===== src/rtl/gcd_pkg.sv =====
// gcd_pkg: shared definitions for the GCD round-robin arbiter slice.
//   state_e   - arbiter FSM state encoding
//   DEF_WIDTH - default operand/result width of the shared GCD datapath
//   ZERO      - wide zero constant, sliced to WIDTH for the zero-operand check
package gcd_pkg;

  typedef enum logic [2:0] {
    S_IDLE    = 3'd0,
    S_ISSUE   = 3'd1,
    S_WAIT    = 3'd2,
    S_RESPOND = 3'd3,
    S_RELEASE = 3'd4
  } state_e;

  localparam int DEF_WIDTH = 8;

  localparam logic [63:0] ZERO = '0;

endpackage


===== src/rtl/gcd_rr_arbiter_rr_pick.sv =====
// rr_pick: combinational round-robin priority picker.
//   req_i  - request vector, one bit per requester
//   ptr_i  - index with highest priority this round
//   gnt_o  - one-hot grant (all zero when no request)
//   idx_o  - encoded index of the granted requester
//   any_o  - at least one request present
module rr_pick #(
  parameter int NUM_REQ = 4,
  parameter int PW      = $clog2(NUM_REQ)
) (
  input  logic [NUM_REQ-1:0] req_i,
  input  logic [PW-1:0]      ptr_i,
  output logic [NUM_REQ-1:0] gnt_o,
  output logic [PW-1:0]      idx_o,
  output logic               any_o
);

  logic          found;
  logic [PW-1:0] j;

  // Scan ptr, ptr+1, ... modulo NUM_REQ; first hit wins.
  always_comb begin
    gnt_o = '0;
    idx_o = '0;
    found = 1'b0;
    j     = '0;
    for (int k = 0; k < NUM_REQ; k++) begin
      j = PW'((int'(ptr_i) + k) % NUM_REQ);
      if (!found && req_i[j]) begin
        found    = 1'b1;
        gnt_o[j] = 1'b1;
        idx_o    = j;
      end
    end
  end

  assign any_o = |req_i;

endmodule


===== src/rtl/gcd_rr_arbiter.sv =====
// gcd_rr_arbiter: shares one GCD datapath among NUM_REQ requesters.
//   clk, reset          - clock, synchronous active-high reset
//   req_valid/a/b       - per-requester request and packed operands
//   req_ready           - one-cycle one-hot pulse when operands are captured
//   rsp_valid/data/err  - one-hot response, held until matching rsp_ack
//   rsp_ack             - per-requester response consume
//   gcd_a/b, gcd_input_valid, gcd_result, gcd_output_valid, gcd_ack
//                       - handshake with the shared GCD unit
//   busy                - arbiter not idle
module gcd_rr_arbiter
  import gcd_pkg::*;
#(
  parameter int NUM_REQ = 4,
  parameter int WIDTH   = DEF_WIDTH,
  parameter int TIMEOUT = 255
) (
  input  logic                     clk,
  input  logic                     reset,
  input  logic [NUM_REQ-1:0]       req_valid,
  input  logic [NUM_REQ*WIDTH-1:0] req_a,
  input  logic [NUM_REQ*WIDTH-1:0] req_b,
  output logic [NUM_REQ-1:0]       req_ready,
  output logic [NUM_REQ-1:0]       rsp_valid,
  output logic [WIDTH-1:0]         rsp_data,
  output logic                     rsp_err,
  input  logic [NUM_REQ-1:0]       rsp_ack,
  output logic [WIDTH-1:0]         gcd_a,
  output logic [WIDTH-1:0]         gcd_b,
  output logic                     gcd_input_valid,
  input  logic [WIDTH-1:0]         gcd_result,
  input  logic                     gcd_output_valid,
  output logic                     gcd_ack,
  output logic                     busy
);

  localparam int PW = $clog2(NUM_REQ);
  localparam int CW = $clog2(TIMEOUT + 1);
  localparam logic [WIDTH-1:0] ZW = ZERO[WIDTH-1:0];

  state_e             state_q;
  logic [PW-1:0]      rr_ptr_q;
  logic [PW-1:0]      g_q;
  logic [NUM_REQ-1:0] gnt_q;
  logic               used_q;
  logic [CW-1:0]      cnt_q;
  logic [WIDTH-1:0]   gcd_a_q, gcd_b_q, rsp_data_q;
  logic [NUM_REQ-1:0] req_ready_q, rsp_valid_q;
  logic               rsp_err_q, gcd_iv_q, gcd_ack_q, busy_q;

  logic [NUM_REQ-1:0] pick_gnt;
  logic [PW-1:0]      pick_idx;
  logic               pick_any;
  logic [WIDTH-1:0]   a_sel, b_sel;
  logic [PW-1:0]      next_ptr;

  rr_pick #(.NUM_REQ(NUM_REQ), .PW(PW)) u_pick (
    .req_i (req_valid),
    .ptr_i (rr_ptr_q),
    .gnt_o (pick_gnt),
    .idx_o (pick_idx),
    .any_o (pick_any)
  );

  assign a_sel    = req_a[int'(pick_idx)*WIDTH +: WIDTH];
  assign b_sel    = req_b[int'(pick_idx)*WIDTH +: WIDTH];
  assign next_ptr = (g_q == PW'(NUM_REQ - 1)) ? '0 : g_q + PW'(1);

  always_ff @(posedge clk) begin
    if (reset) begin
      state_q     <= S_IDLE;
      rr_ptr_q    <= '0;
      g_q         <= '0;
      gnt_q       <= '0;
      used_q      <= 1'b0;
      cnt_q       <= '0;
      gcd_a_q     <= '0;
      gcd_b_q     <= '0;
      rsp_data_q  <= '0;
      req_ready_q <= '0;
      rsp_valid_q <= '0;
      rsp_err_q   <= 1'b0;
      gcd_iv_q    <= 1'b0;
      gcd_ack_q   <= 1'b0;
      busy_q      <= 1'b0;
    end else begin
      req_ready_q <= '0;
      gcd_iv_q    <= 1'b0;
      case (state_q)
        S_IDLE: begin
          if (pick_any) begin
            g_q         <= pick_idx;
            gnt_q       <= pick_gnt;
            gcd_a_q     <= a_sel;
            gcd_b_q     <= b_sel;
            req_ready_q <= pick_gnt;
            rsp_err_q   <= 1'b0;
            busy_q      <= 1'b1;
            if (a_sel == ZW || b_sel == ZW) begin
              // gcd(x,0) = x; the GCD unit is never started.
              rsp_data_q  <= (a_sel == ZW) ? b_sel : a_sel;
              rsp_valid_q <= pick_gnt;
              used_q      <= 1'b0;
              state_q     <= S_RESPOND;
            end else begin
              used_q   <= 1'b1;
              gcd_iv_q <= 1'b1;   // high for the single ISSUE cycle
              state_q  <= S_ISSUE;
            end
          end
        end
        S_ISSUE: begin
          cnt_q   <= '0;
          state_q <= S_WAIT;
        end
        S_WAIT: begin
          cnt_q <= cnt_q + CW'(1);
          if (gcd_output_valid) begin
            rsp_data_q  <= gcd_result;
            rsp_err_q   <= 1'b0;
            rsp_valid_q <= gnt_q;
            state_q     <= S_RESPOND;
          end else if (cnt_q == CW'(TIMEOUT - 1)) begin
            rsp_data_q  <= '0;
            rsp_err_q   <= 1'b1;
            rsp_valid_q <= gnt_q;
            state_q     <= S_RESPOND;
          end
        end
        S_RESPOND: begin
          if (|(rsp_ack & gnt_q)) begin
            rsp_valid_q <= '0;
            if (used_q) begin
              gcd_ack_q <= 1'b1;
              state_q   <= S_RELEASE;
            end else begin
              rr_ptr_q <= next_ptr;
              busy_q   <= 1'b0;
              state_q  <= S_IDLE;
            end
          end
        end
        S_RELEASE: begin
          // After a timeout the GCD may never raise output_valid, so one
          // ack cycle is enough.
          if (!gcd_output_valid || rsp_err_q) begin
            gcd_ack_q <= 1'b0;
            rr_ptr_q  <= next_ptr;
            busy_q    <= 1'b0;
            state_q   <= S_IDLE;
          end
        end
        default: state_q <= S_IDLE;
      endcase
    end
  end

  assign req_ready       = req_ready_q;
  assign rsp_valid       = rsp_valid_q;
  assign rsp_data        = rsp_data_q;
  assign rsp_err         = rsp_err_q;
  assign gcd_a           = gcd_a_q;
  assign gcd_b           = gcd_b_q;
  assign gcd_input_valid = gcd_iv_q;
  assign gcd_ack         = gcd_ack_q;
  assign busy            = busy_q;

endmodule


===== config.mk =====
export PLATFORM = sky130hd
export DESIGN_NAME = gcd_rr_arbiter
export DESIGN_NICKNAME = d
export VERILOG_FILES = /design/src/rtl/gcd_pkg.sv /design/src/rtl/gcd_rr_arbiter_rr_pick.sv /design/src/rtl/gcd_rr_arbiter.sv
export SDC_FILE = /design/constraint.sdc
export NUM_CORES = 1
export LEC_CHECK = 0
export BUFFER_PORTS_ARGS = -buffer_cell sky130_fd_sc_hd__buf_2
export CAP_MARGIN = 20
export CORE_MARGIN = 5
export CORE_UTILIZATION = 30
export DETAILED_ROUTE_END_ITERATION = 16
export SYNTH_ARGS = -nofsm -noshare
export SYNTH_HDL_FRONTEND = slang
export SYNTH_SLANG_ARGS = --single-unit

===== constraint.sdc =====
create_clock -name clk -period 5.8 [get_ports clk]
set_clock_uncertainty 0.15 [all_clocks]
set_input_delay 1.16 -clock clk [delete_from_list [all_inputs] [get_ports clk]]
set_output_delay 1.16 -clock clk [all_outputs]
set_load 0.03 [all_outputs]

==> impl_metrics.ini <==
[run_status]
status = finished clean

[yosys]
synth_top_area_cell = dfxtp_1
ys_types = 58
synth_seq_cells = 56
ys_seq_area_share_pct = 30.2
synth_area_um2 = 3710
synth_area_leaders = dfxtp_1 30%, mux2i_1 13%, nand2_1 5.8%
yosysMostFrequentCell = nand2_1
netlist_instances = 472
async_flop_share_pct = 0
synth_common_cells = 57 x nand2_1, 56 x dfxtp_1, 54 x nor2_1
syn_area_per_cell_um2 = 7.85
synth.yosys.warnings = 0
synthFlopType = dfxtp_1
syn_nets = 562
yosysTopAreaCellShare_pct = 30.2
synth-edff-count = 0

[critical_path]
crit_path_max_incr_delay_ns = 0.72
critPathCaptureType = flop
worstPathRequired_ns = 5.87
critPathKind = flop to flop
start_kind = flop
cp_common_cell = mux2i_1
arrival_ns = 5.24
worstPathCellList = inv_1 > ha_1 > mux4_2 > o21ai_0 > o311ai_1 > nand3_1 > mux2i_1 > or4_1 > o32ai_4 > o21ba_1 > mux2i_1
path_max_fanout = 16
crit_slowest_cell = or4_1

[cells_and_area]
design_area_um2 = 4580
fillers = 1260
multi_input_area_um2 = 2380
synthToLayoutAreaGrowth_pct = 23.6
drive_gt1_share_pct = 26.4
n_antenna_cell = 0
register_area_um2 = 1120
final_nets = 663

[clock_tree]
cts_buffers = 5
clkTransAtPathRegs_ns = 0.07
clk_latency_ns = 0.29
cts.sinks = 56
ctsResizeCount = 0
cts_root_buffer = clkbuf_16
cts_tree = built
htreeDepth = 2
clockBufferDepth = 2

[place]
dpl.hpwl_mm = 8.67
routabilityCongestion = 0.849
dpl_cell_area_um2 = 4390
io_buffers = 118

[die]
rows = 40
coreArea_um2 = 12100
die-area_um2 = 14700
initial_core_util_pct = 30.7
die_height_um = 121
fp.dieW_um = 121
boundaryPins = 119

[detailed_routing]
post_drt_wl_per_cell_um = 15.1
dr.pass1.iters = 6
initialDrtViolationCount = 178
wl_mm = 11.2
viasPerCell = 5.07
drc = 0
vias = 3759
ant_nets = 0

[sta]
fin_setup_tns_ns = 0
hold_violations = 0
period_needed_ns = 5.17
finalMaxSlewViolations = 0
period_share_pct = 89.1
setup_viol = 0
fmax_mhz = 193
rsz0062_at_grt = no
timing.hold.ws_ns = 0.308
slew_headroom_pct = 58.5
tightest_slew_ns = 0.621

[global_route]
track_usage_pct = 15.3
grt_pass1_wl_mm = 18.5
grt_max_degree = 34
grt-ovfl-total = 0
antenna_found_initial = 0
grt_pass1_vias = 3739

[flow_run]
max_cap_viol_count = 0

[power_and_ir_drop]
ir_drop_uv = 198
powerDensity_nw_per_um2 = 305
power.leakage_nw = 1.94

[worst_hold_path]
hold_class = flop to flop
state kept, by name, indices dropped and copies added, names as in the netlist:
signal and count:
cnt_q 8, gcd_a 8, gcd_b 8, rsp_data 8, gnt_q 4, req_ready 4
rsp_valid 4, state_q 3, g_q 2, rr_ptr_q 2, busy 1, gcd_ack 1
gcd_input_valid 1, rsp_err 1, used_q 1
report_power, final:
| group | leakage, nW | switching [mW] | internal (mW) |
|---|---|---|---|
| sequential | 0.459 | 0.0500 | 0.448 |
| combinational | 1.41 | 0.382 | 0.220 |
| clock | 0.0663 | 0.140 | 0.160 |
final cells by class:
type | count | share of cell area [%]
inverter | 13 | 1.06
multi-input combinational | 369 | 51.9
sequential | 56 | 24.5
tap | 168 | 4.59
clock inverter | 2 | 0.355
clock buffer | 5 | 2.73
timing repair buffer | 128 | 14.9
cells by family (layout without fill, tap and decap cells):
group,Yosys count,count (layout),synth area share [%]
and+or+nand+nor,194,194,25.2
buffers and inverters,47,148,5.91
xor gates and xnor gates,2,2,0.473
DFF,56,56,30.2
adders and majority gates,7,7,2.36
AOI/OAI and AO/OA,107,107,19.2
muxes,59,59,16.6
metal layers:
layer	GRT usage (%)	up-vias	part of all wire (%)
li1	-	1901	-
met1	19.7	1724	44
met2	25.4	123	47
met3	4.06	11	7.1
met4	3.92	0	1.3
met5	0	-	0
stage by stage:
stage | total power, mW | cells | setup WS [ns] | utilization [%]
2_1_floorplan | 0.933 | 472 | 1.74 | -
3_3_place_gp | 1.09 | 729 | 0.658 | 36.4
3_5_place_dp | 1.10 | 729 | 0.441 | 36.4
4_1_cts | 1.40 | 736 | 0.410 | 37.6
5_1_grt | 1.50 | 741 | 0.233 | 38.0
6_report | 1.40 | 741 | 0.630 | 38.0
layout by cell type (no fill, tap or decap), types with 4 or more instances in the layout:
| cell type | count |
|---|---|
| a31oi_1 | 8 |
| nand4b_1 | 4 |
| ha_1 | 7 |
| buf_2 | 118 |
| nor4_1 | 7 |
| mux2i_1 | 49 |
| nor2_1 | 54 |
| nand3_1 | 6 |
| inv_1 | 13 |
| and2_1 | 4 |
| dfxtp_1 | 56 |
| clkbuf_16 | 5 |
| nand2_1 | 57 |
| mux2_2 | 8 |
| nor3_1 | 21 |
| o21ai_0 | 20 |
| nand2b_1 | 18 |
| o31ai_1 | 7 |
| buf_4 | 8 |
| a22o_1 | 4 |
| a21oi_1 | 42 |
| a222oi_1 | 4 |
path summary, 6_finish.rpt:
path	slack, ns	end	cells after the start	start
worst max-delay path	0.63	rsp_data[1]	11	rr_ptr_q[0]
worst min-delay path	0.31	cnt_q[5]	2	cnt_q[5]
worst max register to register	0.63	rsp_data[1]	11	rr_ptr_q[0]
worst min register to register	0.31	cnt_q[5]	2	cnt_q[5]
worst max-delay path: cells and delay by family (launching register included):
family                     cells  cell delay (ns)
and+or+nand+nor                2             1.17
adders and majority gates      1             0.66
DFF                            1             0.68
muxes                          3             1.10
AOI/OAI and AO/OA              4             1.09
buffers and inverters          1             0.22
repair_timing:
action                     4_1_cts  5_1_grt
setup endpoints to repair        0        5
hold buffers                     0        0
buffers inserted                 0        4
No activity file was read; power rests on OpenSTA's default activity.
